<file path="config.mk">
export PLATFORM = sky130hd
export DESIGN_NAME = gmac_tx_framer
export DESIGN_NICKNAME = d
export VERILOG_FILES = /design/src/rtl/nf10_gmac_pkg.sv /design/src/rtl/crc32_d8.sv /design/src/rtl/gmac_tx_framer.sv
export SDC_FILE = /design/constraint.sdc
export NUM_CORES = 1
export LEC_CHECK = 0
export BUFFER_PORTS_ARGS = -buffer_cell sky130_fd_sc_hd__buf_2
export CORE_MARGIN = 2
export CORE_UTILIZATION = 40
export DETAILED_ROUTE_END_ITERATION = 8
export PLACE_DENSITY_LB_ADDON = 0.25
export SETUP_SLACK_MARGIN = 0.02
export SLEW_MARGIN = 25
export SYNTH_ARGS = -nofsm -noshare
export SYNTH_HDL_FRONTEND = slang
export SYNTH_HIERARCHICAL = 1
export SYNTH_SLANG_ARGS = --single-unit
</file>
<file path="constraint.sdc">
create_clock -name clk125 -period 1.8 [get_ports clk125]
set_input_delay 0.09 -clock clk125 [delete_from_list [all_inputs] [get_ports clk125]]
set_output_delay 0.09 -clock clk125 [all_outputs]
set_load 0.02 [all_outputs]
</file>
<file path="src/rtl/nf10_gmac_pkg.sv">
// rtl/nf10_gmac_pkg.sv - shared states, byte constants and CRC32 helpers for the GMAC tx path
package nf10_gmac_pkg;

  typedef enum logic [2:0] {
    ST_IDLE,
    ST_PREAMBLE,
    ST_SFD,
    ST_DATA,
    ST_PAD,
    ST_FCS,
    ST_IFG
  } state_e;

  localparam logic [7:0]  PREAMBLE_BYTE = 8'h55;
  localparam logic [7:0]  SFD_BYTE      = 8'hD5;
  localparam logic [31:0] CRC_POLY      = 32'h04C11DB7;
  localparam logic [31:0] CRC_INIT      = 32'hFFFFFFFF;
  localparam logic [31:0] CRC_RESIDUE   = 32'hC704DD7B;

  function automatic logic [31:0] reflect32(input logic [31:0] v);
    logic [31:0] r;
    for (int i = 0; i < 32; i++) begin
      r[i] = v[31-i];
    end
    return r;
  endfunction

endpackage

</file>
<file path="src/rtl/crc32_d8.sv">
// rtl/crc32_d8.sv - one-byte step of the reflected Ethernet CRC32 (LSB of data first)
module crc32_d8
  import nf10_gmac_pkg::*;
(
  input  logic [31:0] crc_i,
  input  logic [7:0]  data_i,
  output logic [31:0] next_crc_o
);

  localparam logic [31:0] POLY_R = reflect32(CRC_POLY);

  always_comb begin
    next_crc_o = crc_i;
    for (int i = 0; i < 8; i++) begin
      if (next_crc_o[0] ^ data_i[i]) begin
        next_crc_o = (next_crc_o >> 1) ^ POLY_R;
      end else begin
        next_crc_o = next_crc_o >> 1;
      end
    end
  end

endmodule

</file>
<file path="src/rtl/gmac_tx_framer.sv">
// rtl/gmac_tx_framer.sv - 1G MAC GMII transmit framer; NF10_GMAC_TX_PAD_EN enables padding to MIN_FRAME
module gmac_tx_framer
  import nf10_gmac_pkg::*;
#(
  parameter int MAX_FRAME      = 1514,
  parameter int PREAMBLE_BYTES = 7,
  parameter int IFG_BYTES      = 12
`ifdef NF10_GMAC_TX_PAD_EN
  ,
  parameter int MIN_FRAME      = 60
`endif
) (
  input  logic       clk125,
  input  logic       reset_n,
  input  logic [7:0] tx_data,
  input  logic       tx_data_valid,
  output logic       tx_ack,
  output logic [7:0] gmii_txd,
  output logic       gmii_tx_en,
  output logic       gmii_tx_er
);

  localparam logic [10:0] MAX_CNT  = 11'(MAX_FRAME);
  localparam logic [10:0] CNT_SAT  = 11'h7FF;
  localparam logic [4:0]  PRE_LAST = 5'(PREAMBLE_BYTES - 1);
  localparam logic [4:0]  IFG_LAST = 5'(IFG_BYTES - 1);
  localparam logic [4:0]  FCS_LAST = 5'd3;
`ifdef NF10_GMAC_TX_PAD_EN
  localparam logic [10:0] MIN_CNT  = 11'(MIN_FRAME);
`endif

  state_e      state_q, state_d;
  logic [4:0]  cnt_q, cnt_d;
  logic [10:0] byte_cnt_q, byte_cnt_d, byte_cnt_inc;
  logic [31:0] crc_q, crc_d, crc_next, fcs;
  logic [7:0]  data_q, data_d, crc_byte;
  logic        oversize_q, oversize_d;
  logic [7:0]  txd_q, txd_d;
  logic        tx_en_q, tx_en_d;
  logic        tx_er_q, tx_er_d;

  crc32_d8 u_crc (
    .crc_i      (crc_q),
    .data_i     (crc_byte),
    .next_crc_o (crc_next)
  );

  assign byte_cnt_inc = (byte_cnt_q == CNT_SAT) ? byte_cnt_q : byte_cnt_q + 11'd1;
  assign fcs          = ~crc_q;
  assign tx_ack       = (state_q == ST_SFD);
  assign gmii_txd     = txd_q;
  assign gmii_tx_en   = tx_en_q;
  assign gmii_tx_er   = tx_er_q;

  always_comb begin
    state_d    = state_q;
    cnt_d      = cnt_q;
    byte_cnt_d = byte_cnt_q;
    crc_d      = crc_q;
    data_d     = data_q;
    oversize_d = oversize_q;
    crc_byte   = data_q;
    txd_d      = 8'h00;
    tx_en_d    = 1'b0;
    tx_er_d    = 1'b0;

    case (state_q)
      ST_IDLE: begin
        cnt_d = '0;
        if (tx_data_valid) begin
          state_d = ST_PREAMBLE;
        end
      end

      ST_PREAMBLE: begin
        tx_en_d = 1'b1;
        txd_d   = PREAMBLE_BYTE;
        if (!tx_data_valid) begin
          state_d = ST_IFG;
          cnt_d   = '0;
        end else if (cnt_q == PRE_LAST) begin
          state_d = ST_SFD;
          cnt_d   = '0;
        end else begin
          cnt_d = cnt_q + 5'd1;
        end
      end

      ST_SFD: begin
        tx_en_d    = 1'b1;
        txd_d      = SFD_BYTE;
        data_d     = tx_data;
        crc_d      = CRC_INIT;
        byte_cnt_d = '0;
        oversize_d = 1'b0;
        state_d    = ST_DATA;
      end

      ST_DATA: begin
        tx_en_d    = 1'b1;
        txd_d      = data_q;
        crc_d      = crc_next;
        byte_cnt_d = byte_cnt_inc;
        if (byte_cnt_q >= MAX_CNT) begin
          tx_er_d    = 1'b1;
          oversize_d = 1'b1;
        end
        if (tx_data_valid) begin
          data_d = tx_data;
        end else begin
          cnt_d = '0;
`ifdef NF10_GMAC_TX_PAD_EN
          state_d = (byte_cnt_inc < MIN_CNT) ? ST_PAD : ST_FCS;
`else
          state_d = ST_FCS;
`endif
        end
      end

`ifdef NF10_GMAC_TX_PAD_EN
      ST_PAD: begin
        tx_en_d    = 1'b1;
        txd_d      = 8'h00;
        crc_byte   = 8'h00;
        crc_d      = crc_next;
        byte_cnt_d = byte_cnt_inc;
        if (byte_cnt_inc == MIN_CNT) begin
          state_d = ST_FCS;
        end
      end
`endif

      ST_FCS: begin
        tx_en_d = 1'b1;
        tx_er_d = oversize_q;
        txd_d   = fcs[{cnt_q[1:0], 3'b000} +: 8];
        if (cnt_q == FCS_LAST) begin
          state_d = ST_IFG;
          cnt_d   = '0;
        end else begin
          cnt_d = cnt_q + 5'd1;
        end
      end

      ST_IFG: begin
        if (cnt_q == IFG_LAST) begin
          cnt_d = '0;
          // A pending frame skips IDLE so back-to-back frames see exactly IFG_BYTES idle cycles.
          state_d = tx_data_valid ? ST_PREAMBLE : ST_IDLE;
        end else begin
          cnt_d = cnt_q + 5'd1;
        end
      end

      default: begin
        state_d = ST_IDLE;
      end
    endcase
  end

  always_ff @(posedge clk125 or negedge reset_n) begin
    if (!reset_n) begin
      state_q    <= ST_IDLE;
      cnt_q      <= '0;
      byte_cnt_q <= '0;
      crc_q      <= CRC_INIT;
      data_q     <= '0;
      oversize_q <= 1'b0;
      txd_q      <= '0;
      tx_en_q    <= 1'b0;
      tx_er_q    <= 1'b0;
    end else begin
      state_q    <= state_d;
      cnt_q      <= cnt_d;
      byte_cnt_q <= byte_cnt_d;
      crc_q      <= crc_d;
      data_q     <= data_d;
      oversize_q <= oversize_d;
      txd_q      <= txd_d;
      tx_en_q    <= tx_en_d;
      tx_er_q    <= tx_er_d;
    end
  end

endmodule

</file>
==> results.toml, run 1 <==
[status]
run_status = "complete, but fails checks"
failed_checks = "setup timing"

[hold_path]
hold_class = "input port to flip-flop"

[worst_setup_path]
critPathLaunchType = "flip-flop"
crit_path_max_fanout = 4
timing.critical_path.slowest_stage_cell = "sky130_fd_sc_hd__dfstp_2"
crit_required_ns = 2.08
path_type_of_the_worst_setup_path = "flip-flop to flip-flop"
max_stage_delay_ns = 0.59
critPathCaptureType = "flip-flop"
path_cells = "xnor2_4, buf_6, xor2_4, xnor3_1, xor3_1, o22a_1"
arrival_ns = 2.11

[clock_network]
latest_clock_arrival_within_the_worst_skew_pair_ns = 0.35
cts.path.max_buffers = 2
cts_root_buf = "sky130_fd_sc_hd__clkbuf_8"
clkSlewWorstSetupHoldPaths_ns = 0.09
cts_sinks = 70
htreeDepth = 3
cts_tree = "yes"
number_of_buffers_inserted_during_clock_tree_synthesis = 9

[yosys]
yosys_warnings = 6
postSynth.topFlopCell = "sky130_fd_sc_hd__dfrtp_1"
synth_enable_flop_cells = 0
mappedNetlistArea_um2 = 3990
postSynthNetCount = 349
sequential_element_share_of_the_synthesized_area_pct = 44.9
syn_avg_cell_area_um2 = 11.9
post_synth_num_cell_types = 55
synth-seq-cells = 70
syn_inst = 334
async_reset_ff_share_pct = 100

[sta]
timing.max_slew.rel_slack_pct = 74.5
clock_skew_ns = 0.0135
finalSetupViolations = 2
final.min_clock_period_ns = 1.83
hold_viol_final = 0
worst-slew-pin-transition_ns = 0.383
achievable-frequency_mhz = 545
report.final.slew_viol_count = 0
grt_setup_unrepaired = "true"
post-route-worst-setup-slack_ns = -0.0338
final_min_period_over_clock_period_pct = 102

[global_route]
grt_overflow_total = 0
grt_start_max_net_pins = 71
grt_pass1_wl_um = 15500
vias_in_the_first_global_route = 2956
grt.total_usage_pct = 18.1
initial_antenna_violation_count = 0

[finish]
post_route_cells_drive_above_1_share_pct = 41.0
n_fill_cell = 860
leading_cell_type_in_the_layout_fill_and_taps_excluded = "sky130_fd_sc_hd__buf_4"
final_cell_mix = "49 x sky130_fd_sc_hd__buf_4, 36 x sky130_fd_sc_hd__xnor2_1, 35 x sky130_fd_sc_hd__dfrtp_1"
n_antenna_cell = 0
fin_nets = 425
post-route-util_pct = 52.5
syn_to_final_growth_pct = 28.0
layoutNonFillerInstCount = 548

[die]
floorplan.initialDensity_pct = 41.0
design.die.area_um2 = 10800
core_region_area_um2 = 9730
die-height_um = 104
die_w_um = 104
rows = 36
floorplan.io_pins = 22

[drt]
detail_route.vias_per_cell = 5.25
detail_route.wirelength_um = 9170
detailroute.via_count = 2876
remaining_drc_errors = 0
wl_per_cell_um = 16.7
antenna_violating_nets_post_route = 0
drt_iter0_drc = 91
drtPass1Iterations = 4

[placed_design]
gp_congestion = 0.792
detailedPlacementHpwl_um = 6130
post-place-cells = 514
port-buffer-count = 21
preCtsSetupSlack_ns = -0.0999

[run]
max-cap-violations = 0
registers in the layout, indices dropped and copies added, names as in the netlist:
register and cells:
gmii_txd 8, cnt_q 5, crc_q 32, gmii_tx_er 1
crc_byte 8, state_q 3, oversize_q 1, gmii_tx_en 1
byte_cnt_q 11
kinds of logic (layout without fill, tap and decap cells):
logic type	Yosys count	in the layout	synth area share (%)
adders and majority gates	4	4	1.26
muxes	16	16	6.78
and+or+nand+nor	59	59	7.91
buffers and inverters	26	107	2.98
DFF	70	70	44.9
xor gates and xnor gates	70	70	19.3
AOI/OAI and AO/OA	89	89	16.9
worst max-delay path, delay by kind of cell (launching register included):
family / cells / cell delay (ns)
DFF: 1 / 0.59
buffers and inverters: 1 / 0.15
xor gates and xnor gates: 4 / 0.86
AOI/OAI and AO/OA: 1 / 0.16
cell usage after synthesis, drive strengths merged (3+ instances only):
library cell  instances  area, µm²
xnor2                49        485
nand2                14       52.6
o21bai                4       30.0
dfrtp                38        951
a221oi                4       35.0
ha                    4       50.1
o21ai                22        114
nand4                 5       31.3
dfstp                32        841
mux2                  8       90.1
o31ai                 3       27.5
buf                  11       62.6
xor2                 18        214
o22a                 32        280
nand2b                3       18.8
nand3                 8       40.0
a21oi                 9       56.3
clkbuf                7       26.3
nor2                 12       45.0
mux4                  8        180
inv                   8       30.0
stage by stage:
stage / cell area (µm²) / setup TNS (ns) / hold slack, ns
after global placement: 4550 / -0.202 / 0.150
after detailed placement: 4550 / -0.300 / 0.150
final: 5100 / -0.0562 / 0.0850
after global routing: 5100 / -0.687 / 0.0863
after floorplan: 4010 / -0.473 / -0.206
after CTS: 4960 / -0.0593 / 0.0753
final timing paths:
path	start	endpoint	slack [ns]	depth (start not counted)
worst max-delay path	crc_q[0]$_DFFE_PN1P_	crc_q[23]$_DFFE_PN1P_	-0.03	6
worst min-delay path	tx_data_valid	state_q[2]$_DFFE_PN0P_	0.09	4
worst max register to register	crc_q[0]$_DFFE_PN1P_	crc_q[23]$_DFFE_PN1P_	-0.03	6
worst min register to register	byte_cnt_q[8]$_DFFE_PN0P_	byte_cnt_q[8]$_DFFE_PN0P_	0.53	1
max in group asynchronous	reset_n	crc_q[24]$_DFFE_PN1P_	1.14	3
min in group asynchronous	reset_n	byte_cnt_q[0]$_DFFE_PN0P_	0.30	3
layer usage:
layer	track usage [%]	up-vias	routed length, µm
met5	0	-	0
met1	24.5	1471	4270
met2	29.5	34	4540
met3	3.90	6	263
li1	-	1365	-
met4	5.12	0	91
cell type report:
type	count	area [µm²]	share of cell area, %
well taps	133	166	3.26
multi-input cells	238	2300	45.0
inverters	8	30.0	0.588
clock inverters	6	61.3	1.20
repair buffers	83	626	12.3
clock buffers	10	128	2.50
flip-flops and latches	70	1800	35.2
timing repair:
| item | 4_1_cts | 5_1_grt |
|---|---|---|
| cloned | 0 | 0 |
| buffers inserted | 3 | 6 |
| endpoints found under the hold margin | 46 | 0 |
| gates resized for setup | 14 | 16 |
| pin swaps | 0 | 7 |
| hold buffers | 9 | 0 |
| setup endpoints to repair | 15 | 26 |
Power of run 1 is left out: the tool's default activity adds up to more than one toggle a clock period on the data nets, which glitch-free logic cannot reach.
==> run 2: changes to the inputs <==
--- a/config.mk
+++ b/config.mk
@@ -5,6 +5,7 @@
 export SDC_FILE = /design/constraint.sdc
 export NUM_CORES = 1
 export LEC_CHECK = 0
+export ABC_AREA = 1
 export BUFFER_PORTS_ARGS = -buffer_cell sky130_fd_sc_hd__buf_2
 export CORE_MARGIN = 2
 export CORE_UTILIZATION = 40
==> results.toml, run 2 <==
[placed_design]
gp_congestion = 0.882
post-place-cells = 749
detailedPlacementHpwl_um = 7960
port-buffer-count = 21

[status]
run_status = "finished, final reports clean"

[finish]
post_route_cells_drive_above_1_share_pct = 29.4
largest_registers = "crc_q x32, byte_cnt_q x11"
final_cell_mix = "125 x sky130_fd_sc_hd__nand2_1, 67 x sky130_fd_sc_hd__inv_1, 41 x sky130_fd_sc_hd__xor2_1"
layoutNonFillerInstCount = 789
n_antenna_cell = 0
post-route-util_pct = 49.9
leading_cell_type_in_the_layout_fill_and_taps_excluded = "sky130_fd_sc_hd__nand2_1"
max_ffs_per_register = 32
syn_to_final_growth_pct = 21.5
fin_nets = 656
regMostFlops = "crc_q"

[clock_network]
cts.path.max_buffers = 2
cts_sinks = 70
cts_tree = "yes"
cts_root_buf = "sky130_fd_sc_hd__clkbuf_16"
number_of_buffers_inserted_during_clock_tree_synthesis = 9
htreeDepth = 3
clkSlewWorstSetupHoldPaths_ns = 0.06
latest_clock_arrival_within_the_worst_skew_pair_ns = 0.34

[yosys]
syn_inst = 583
synth-seq-cells = 70
post-synth-top-count-cell = "sky130_fd_sc_hd__nand2_1"
synth_largest_area_cell = "sky130_fd_sc_hd__dfrtp_1"
synthDominantCellAreaShare_pct = 20.3
post_synth_num_cell_types = 40
syn_avg_cell_area_um2 = 8.04
mappedNetlistArea_um2 = 4680
ys_top_cells_by_area = "sky130_fd_sc_hd__dfrtp_1 20%, sky130_fd_sc_hd__dfstp_2 18%, sky130_fd_sc_hd__nand2_1 11%"
synth_common_cells = "135 x sky130_fd_sc_hd__nand2_1, 68 x sky130_fd_sc_hd__inv_1, 44 x sky130_fd_sc_hd__xor2_1"
postSynth.topFlopCell = "sky130_fd_sc_hd__dfrtp_1"
yosys_warnings = 6
sequential_element_share_of_the_synthesized_area_pct = 38.2
postSynthNetCount = 598
synth_enable_flop_cells = 0
async_reset_ff_share_pct = 100

[drt]
detail_route.vias_per_cell = 4.99
wl_per_cell_um = 14.7
remaining_drc_errors = 0
detailroute.via_count = 3939
antenna_violating_nets_post_route = 0
drtPass1Iterations = 5
detail_route.wirelength_um = 11600
drt_iter0_drc = 160

[sta]
final_min_period_over_clock_period_pct = 96.5
timing.max_slew.rel_slack_pct = 71.7
worst-slew-pin-transition_ns = 0.424
final.min_clock_period_ns = 1.74
clock_skew_ns = 0.00594
finalSetupViolations = 0
grt_setup_unrepaired = "true"
report.final.slew_viol_count = 0
achievable-frequency_mhz = 576
hold_viol_final = 0

[worst_setup_path]
critPathCaptureType = "flip-flop"
reg2reg_from = "crc_q[2]$_DFFE_PN1P_"
worst_r2r_path_depth = 9
arrival_ns = 2.01
crit_path_max_fanout = 7
crit_required_ns = 2.08
critical_path.startpoint = "crc_q[2]$_DFFE_PN1P_"
critPathLaunchType = "flip-flop"
path_type_of_the_worst_setup_path = "flip-flop to flip-flop"

[hold_path]
worst_hold_path_depth = 2
hold_path_startpoint = "tx_data[7]"
hold_class = "input port to flip-flop"

[die]
floorplan.io_pins = 22
core_region_area_um2 = 11400
rows = 39
floorplan.initialDensity_pct = 41.0
die-height_um = 112
design.die.area_um2 = 12600
die_w_um = 112

[global_route]
grt_start_max_net_pins = 43
grt_pass1_wl_um = 19100
initial_antenna_violation_count = 0
vias_in_the_first_global_route = 3852
grt_overflow_total = 0
grt.total_usage_pct = 19.1

[run]
max-cap-violations = 0
-- run 2: cell count changes in the layout (fill, tap and decap cells not counted), sizes merged, moves of 4 or more --
cell	change
nand2	+158
buf	-20
xnor2	-38
o21ai	+11
mux4	-8
a221oi	-4
o22a	-16
nor2	+22
nand4	+4
a21oi	+30
xor2	+29
nand3	+28
inv	+69
-- run 2: final cells by class --
type / count / area (µm²)
fillers: 1102 / 5730
flip-flops and latches: 70 / 1790
well taps: 143 / 179
clock inverters: 4 / 95.1
repair buffers: 62 / 452
clock buffers: 12 / 246
multi-input cells: 420 / 2630
inverters: 78 / 298
-- run 2: per-stage QoR --
| step | setup TNS [ns] | area, µm² | hold slack, ns | setup WS [ns] |
|---|---|---|---|---|
| finish | 0 | 5690 | 0.0204 | 0.0632 |
| global route | -0.0593 | 5690 | 0.00962 | -0.0404 |
| CTS | 0 | 5450 | 0.0151 | 0.0242 |
| detailed placement | 0 | 5020 | 0.0453 | 0.00138 |
| global placement | 0 | 5020 | 0.0449 | 0.0166 |
| floorplan | 0 | 4680 | -0.206 | 0.226 |
-- run 2: timing repair --
action	4_1_cts	5_1_grt
gates resized for setup	2	29
pin swaps	0	19
endpoints found under the setup margin	2	18
buffers inserted	0	16
hold buffers	8	0
hold endpoints to repair	32	0
-- run 2: cells by family after synthesis --
group	count (synthesis)	share of synthesized area, %
xor+xnor	58	12.0
flops	70	38.2
simple gates	260	27.4
fa+ha+maj	4	1.07
buf+inv	93	8.39
compound gates	90	11.1
mux	8	1.92
-- run 2: final timing paths --
| check | slack (ns) | end |
|---|---|---|
| min reg2reg | 0.48 | gmii_tx_er$_DFF_PN0_ |
| max reg2reg | 0.06 | crc_q[4]$_DFFE_PN1P_ |
| max in group asynchronous | 0.95 | crc_q[6]$_DFFE_PN1P_ |
| max | 0.06 | crc_q[4]$_DFFE_PN1P_ |
| min | 0.02 | crc_byte[7]$_DFFE_PN0P_ |
| min in group asynchronous | 0.23 | crc_byte[4]$_DFFE_PN0P_ |
-- run 2: critical path: stages (launching register included) --
cell and delay (ns):
sky130_fd_sc_hd__dfstp_2 0.57, sky130_fd_sc_hd__buf_4 0.11, sky130_fd_sc_hd__nand2_1 0.05, sky130_fd_sc_hd__nand2_2 0.08, sky130_fd_sc_hd__nand2_2 0.06, sky130_fd_sc_hd__nand2_4 0.13
sky130_fd_sc_hd__buf_4 0.13, sky130_fd_sc_hd__xor2_1 0.19, sky130_fd_sc_hd__xor2_1 0.20, sky130_fd_sc_hd__o22a_1 0.16
-- run 2: metal layers --
layer / track usage, % / routed length (µm) / vias to the layer above
met5: 0 / 0 / -
met3: 3.73 / 532 / 10
met2: 31.6 / 5690 / 78
met1: 25.5 / 5260 / 1888
li1: - / - / 1963
met4: 5.53 / 114 / 0
Power of run 2 is left out for the same reason.
==> run 3: changes to the inputs <==
==> constraint.sdc (replaced) <==
create_clock -name clk125 -period 2 [get_ports clk125]
set_input_delay 0.1 -clock clk125 [delete_from_list [all_inputs] [get_ports clk125]]
set_output_delay 0.1 -clock clk125 [all_outputs]
set_load 0.02 [all_outputs]
==> results.toml, run 3 (synthesis results as in run 2) <==
[worst_setup_path]
critPathCaptureType = "flip-flop"
critPathLaunchType = "flip-flop"
arrival_ns = 2.07
crit_required_ns = 2.27
worst_r2r_endpoint = "crc_q[16]$_DFFE_PN1P_"
reg2reg_from = "crc_q[3]$_DFFE_PN1P_"
reg2reg_setup_slack_ns = 0.20
critical_path.startpoint = "crc_q[3]$_DFFE_PN1P_"
worst_r2r_path_depth = 8
critPathCapture = "crc_q[16]$_DFFE_PN1P_"
path_type_of_the_worst_setup_path = "flip-flop to flip-flop"
crit_path_max_fanout = 7

[drt]
detailroute.via_count = 3800
antenna_violating_nets_post_route = 0
drt_iter0_drc = 189
drtPass1Iterations = 5
detail_route.wirelength_um = 11300
wl_per_cell_um = 14.7
detail_route.vias_per_cell = 4.97
remaining_drc_errors = 0

[die]
floorplan.io_pins = 22
rows = 39
die_w_um = 112
die-height_um = 112
core_region_area_um2 = 11400
floorplan.initialDensity_pct = 41.0
design.die.area_um2 = 12600

[sta]
finalSetupViolations = 0
final.min_clock_period_ns = 1.80
worst-slew-pin-transition_ns = 0.440
clock_skew_ns = 0.00498
final_min_period_over_clock_period_pct = 90.2
achievable-frequency_mhz = 554
timing.max_slew.rel_slack_pct = 70.7
hold_viol_final = 0
report.final.slew_viol_count = 0
grt_setup_unrepaired = "false"
setup-tns-final_ns = 0

[power_and_ir_drop]
power.net_switching_uw = 5360
power.leakage_uw = 0.00276
combinationalPowerShare_pct = 60.5
power.density_nw_per_um2 = 2110
power.switching_fraction_pct = 46.9
max-vdd-ir-drop_uv = 1160
p_clk_share_pct = 17.5
power_report.internal_total_uw = 6070
power_frac_seq_pct = 22.0

[global_route]
grt_overflow_total = 0
vias_in_the_first_global_route = 3726
grt_pass1_wl_um = 19100
grt_start_max_net_pins = 71
initial_antenna_violation_count = 0
grt.total_usage_pct = 19.0

[finish]
syn_to_final_growth_pct = 15.6
fin_nets = 632
regMostFlops = "crc_q"
largest_registers = "crc_q x32, byte_cnt_q x11"
post_route_cells_drive_above_1_share_pct = 23.8
max_ffs_per_register = 32
n_antenna_cell = 0
leading_cell_type_in_the_layout_fill_and_taps_excluded = "sky130_fd_sc_hd__nand2_1"
layoutNonFillerInstCount = 765
post-route-util_pct = 47.4
stdcell_area_um2 = 5420
final_cell_mix = "135 x sky130_fd_sc_hd__nand2_1, 68 x sky130_fd_sc_hd__inv_1, 44 x sky130_fd_sc_hd__xor2_1"

[clock_network]
latest_clock_arrival_within_the_worst_skew_pair_ns = 0.34
clkSlewWorstSetupHoldPaths_ns = 0.06
number_of_buffers_inserted_during_clock_tree_synthesis = 9
cts_sinks = 70
htreeDepth = 3
cts_tree = "yes"
cts_root_buf = "sky130_fd_sc_hd__clkbuf_16"
cts.path.max_buffers = 2
postCtsSetupBuffers = 0

[hold_path]
hold_class = "input port to flip-flop"

[status]
run_status = "finished, final reports clean"

[placed_design]
port-buffer-count = 21
place_area_um2 = 4960
post-place-cells = 741
gp_congestion = 0.864
detailedPlacementHpwl_um = 7650

[run]
max-cap-violations = 0
run 3: cell count changes in the layout (fill, tap and decap cells not counted), moves of 2 or more:
cell and delta:
sky130_fd_sc_hd__nand3_2 -4, sky130_fd_sc_hd__nand2_4 -7, sky130_fd_sc_hd__nand2_2 -2, sky130_fd_sc_hd__nand3_1 +4, sky130_fd_sc_hd__clkbuf_1 -2, sky130_fd_sc_hd__xor2_1 +3
sky130_fd_sc_hd__nand2_1 +10, sky130_fd_sc_hd__xor2_2 -3, sky130_fd_sc_hd__buf_4 -24
run 3: worst min-delay path by stage:
stage	slack (ns)	cells past startpoint	endpoint	start
global placement	0.14	2	gmii_txd[2]$_DFF_PN0_	reset_n
detailed placement	0.14	2	gmii_txd[2]$_DFF_PN0_	reset_n
global route	0.01	2	crc_byte[7]$_DFFE_PN0P_	tx_data[7]
CTS	0.006	2	crc_byte[7]$_DFFE_PN0P_	tx_data[7]
finish	0.01	2	crc_byte[7]$_DFFE_PN0P_	tx_data[7]
floorplan	-0.20	0	byte_cnt_q[0]$_DFFE_PN0P_	reset_n
run 3: per-layer routing:
metal	vias up	wire, µm	track usage, %
met4	0	131	5.12
met1	1787	5540	27.5
met3	11	492	3.62
met5	-	0	0
li1	1929	-	-
met2	73	5100	29.4
run 3: final cells by class:
type / count / area [µm²]
Timing Repair Buffer: 38 / 272
Clock inverter: 6 / 133
Tap cell: 143 / 179
Clock buffer: 10 / 239
Fill cell: 1125 / 6000
Sequential cell: 70 / 1790
Inverter: 78 / 298
Multi-Input combinational cell: 420 / 2500
run 3: through the flow:
| step | hold WS (ns) | setup slack [ns] | total power [µW] |
|---|---|---|---|
| floorplan | -0.196 | 0.426 | 7960 |
| global placement | 0.143 | 0.175 | 9390 |
| detailed placement | 0.144 | 0.199 | 9410 |
| CTS | 0.00593 | 0.0979 | 11500 |
| global route | 0.00972 | 0.0399 | 12500 |
| finish | 0.0131 | 0.195 | 11400 |
run 3: critical path, stage by stage (launching register included):
cell and delay [ns]:
sky130_fd_sc_hd__dfstp_2 0.58, sky130_fd_sc_hd__nand2_1 0.08, sky130_fd_sc_hd__nand2_2 0.18, sky130_fd_sc_hd__nand2_2 0.09, sky130_fd_sc_hd__nand2_4 0.15, sky130_fd_sc_hd__xor2_2 0.21, sky130_fd_sc_hd__xor2_1 0.20, sky130_fd_sc_hd__inv_1 0.07
sky130_fd_sc_hd__o22a_1 0.18
run 3: power by group through the flow:
stage | Sequential, µW | Combinational, µW | Clock [µW]
6_report | 2510 | 6920 | 2000
5_1_grt | 2590 | 7790 | 2100
4_1_cts | 2510 | 6930 | 2050
3_5_place_dp | 2530 | 6880 | 0
3_3_place_gp | 2520 | 6880 | 0
2_1_floorplan | 2530 | 5430 | 0
run 3: repair_timing:
action | 4_1_cts | 5_1_grt
setup endpoints to repair | 0 | 4
gates resized for setup | 0 | 2
hold buffers | 8 | 0
hold endpoints to repair | 45 | 0
Note: power is estimated with default switching activity, not from simulation.
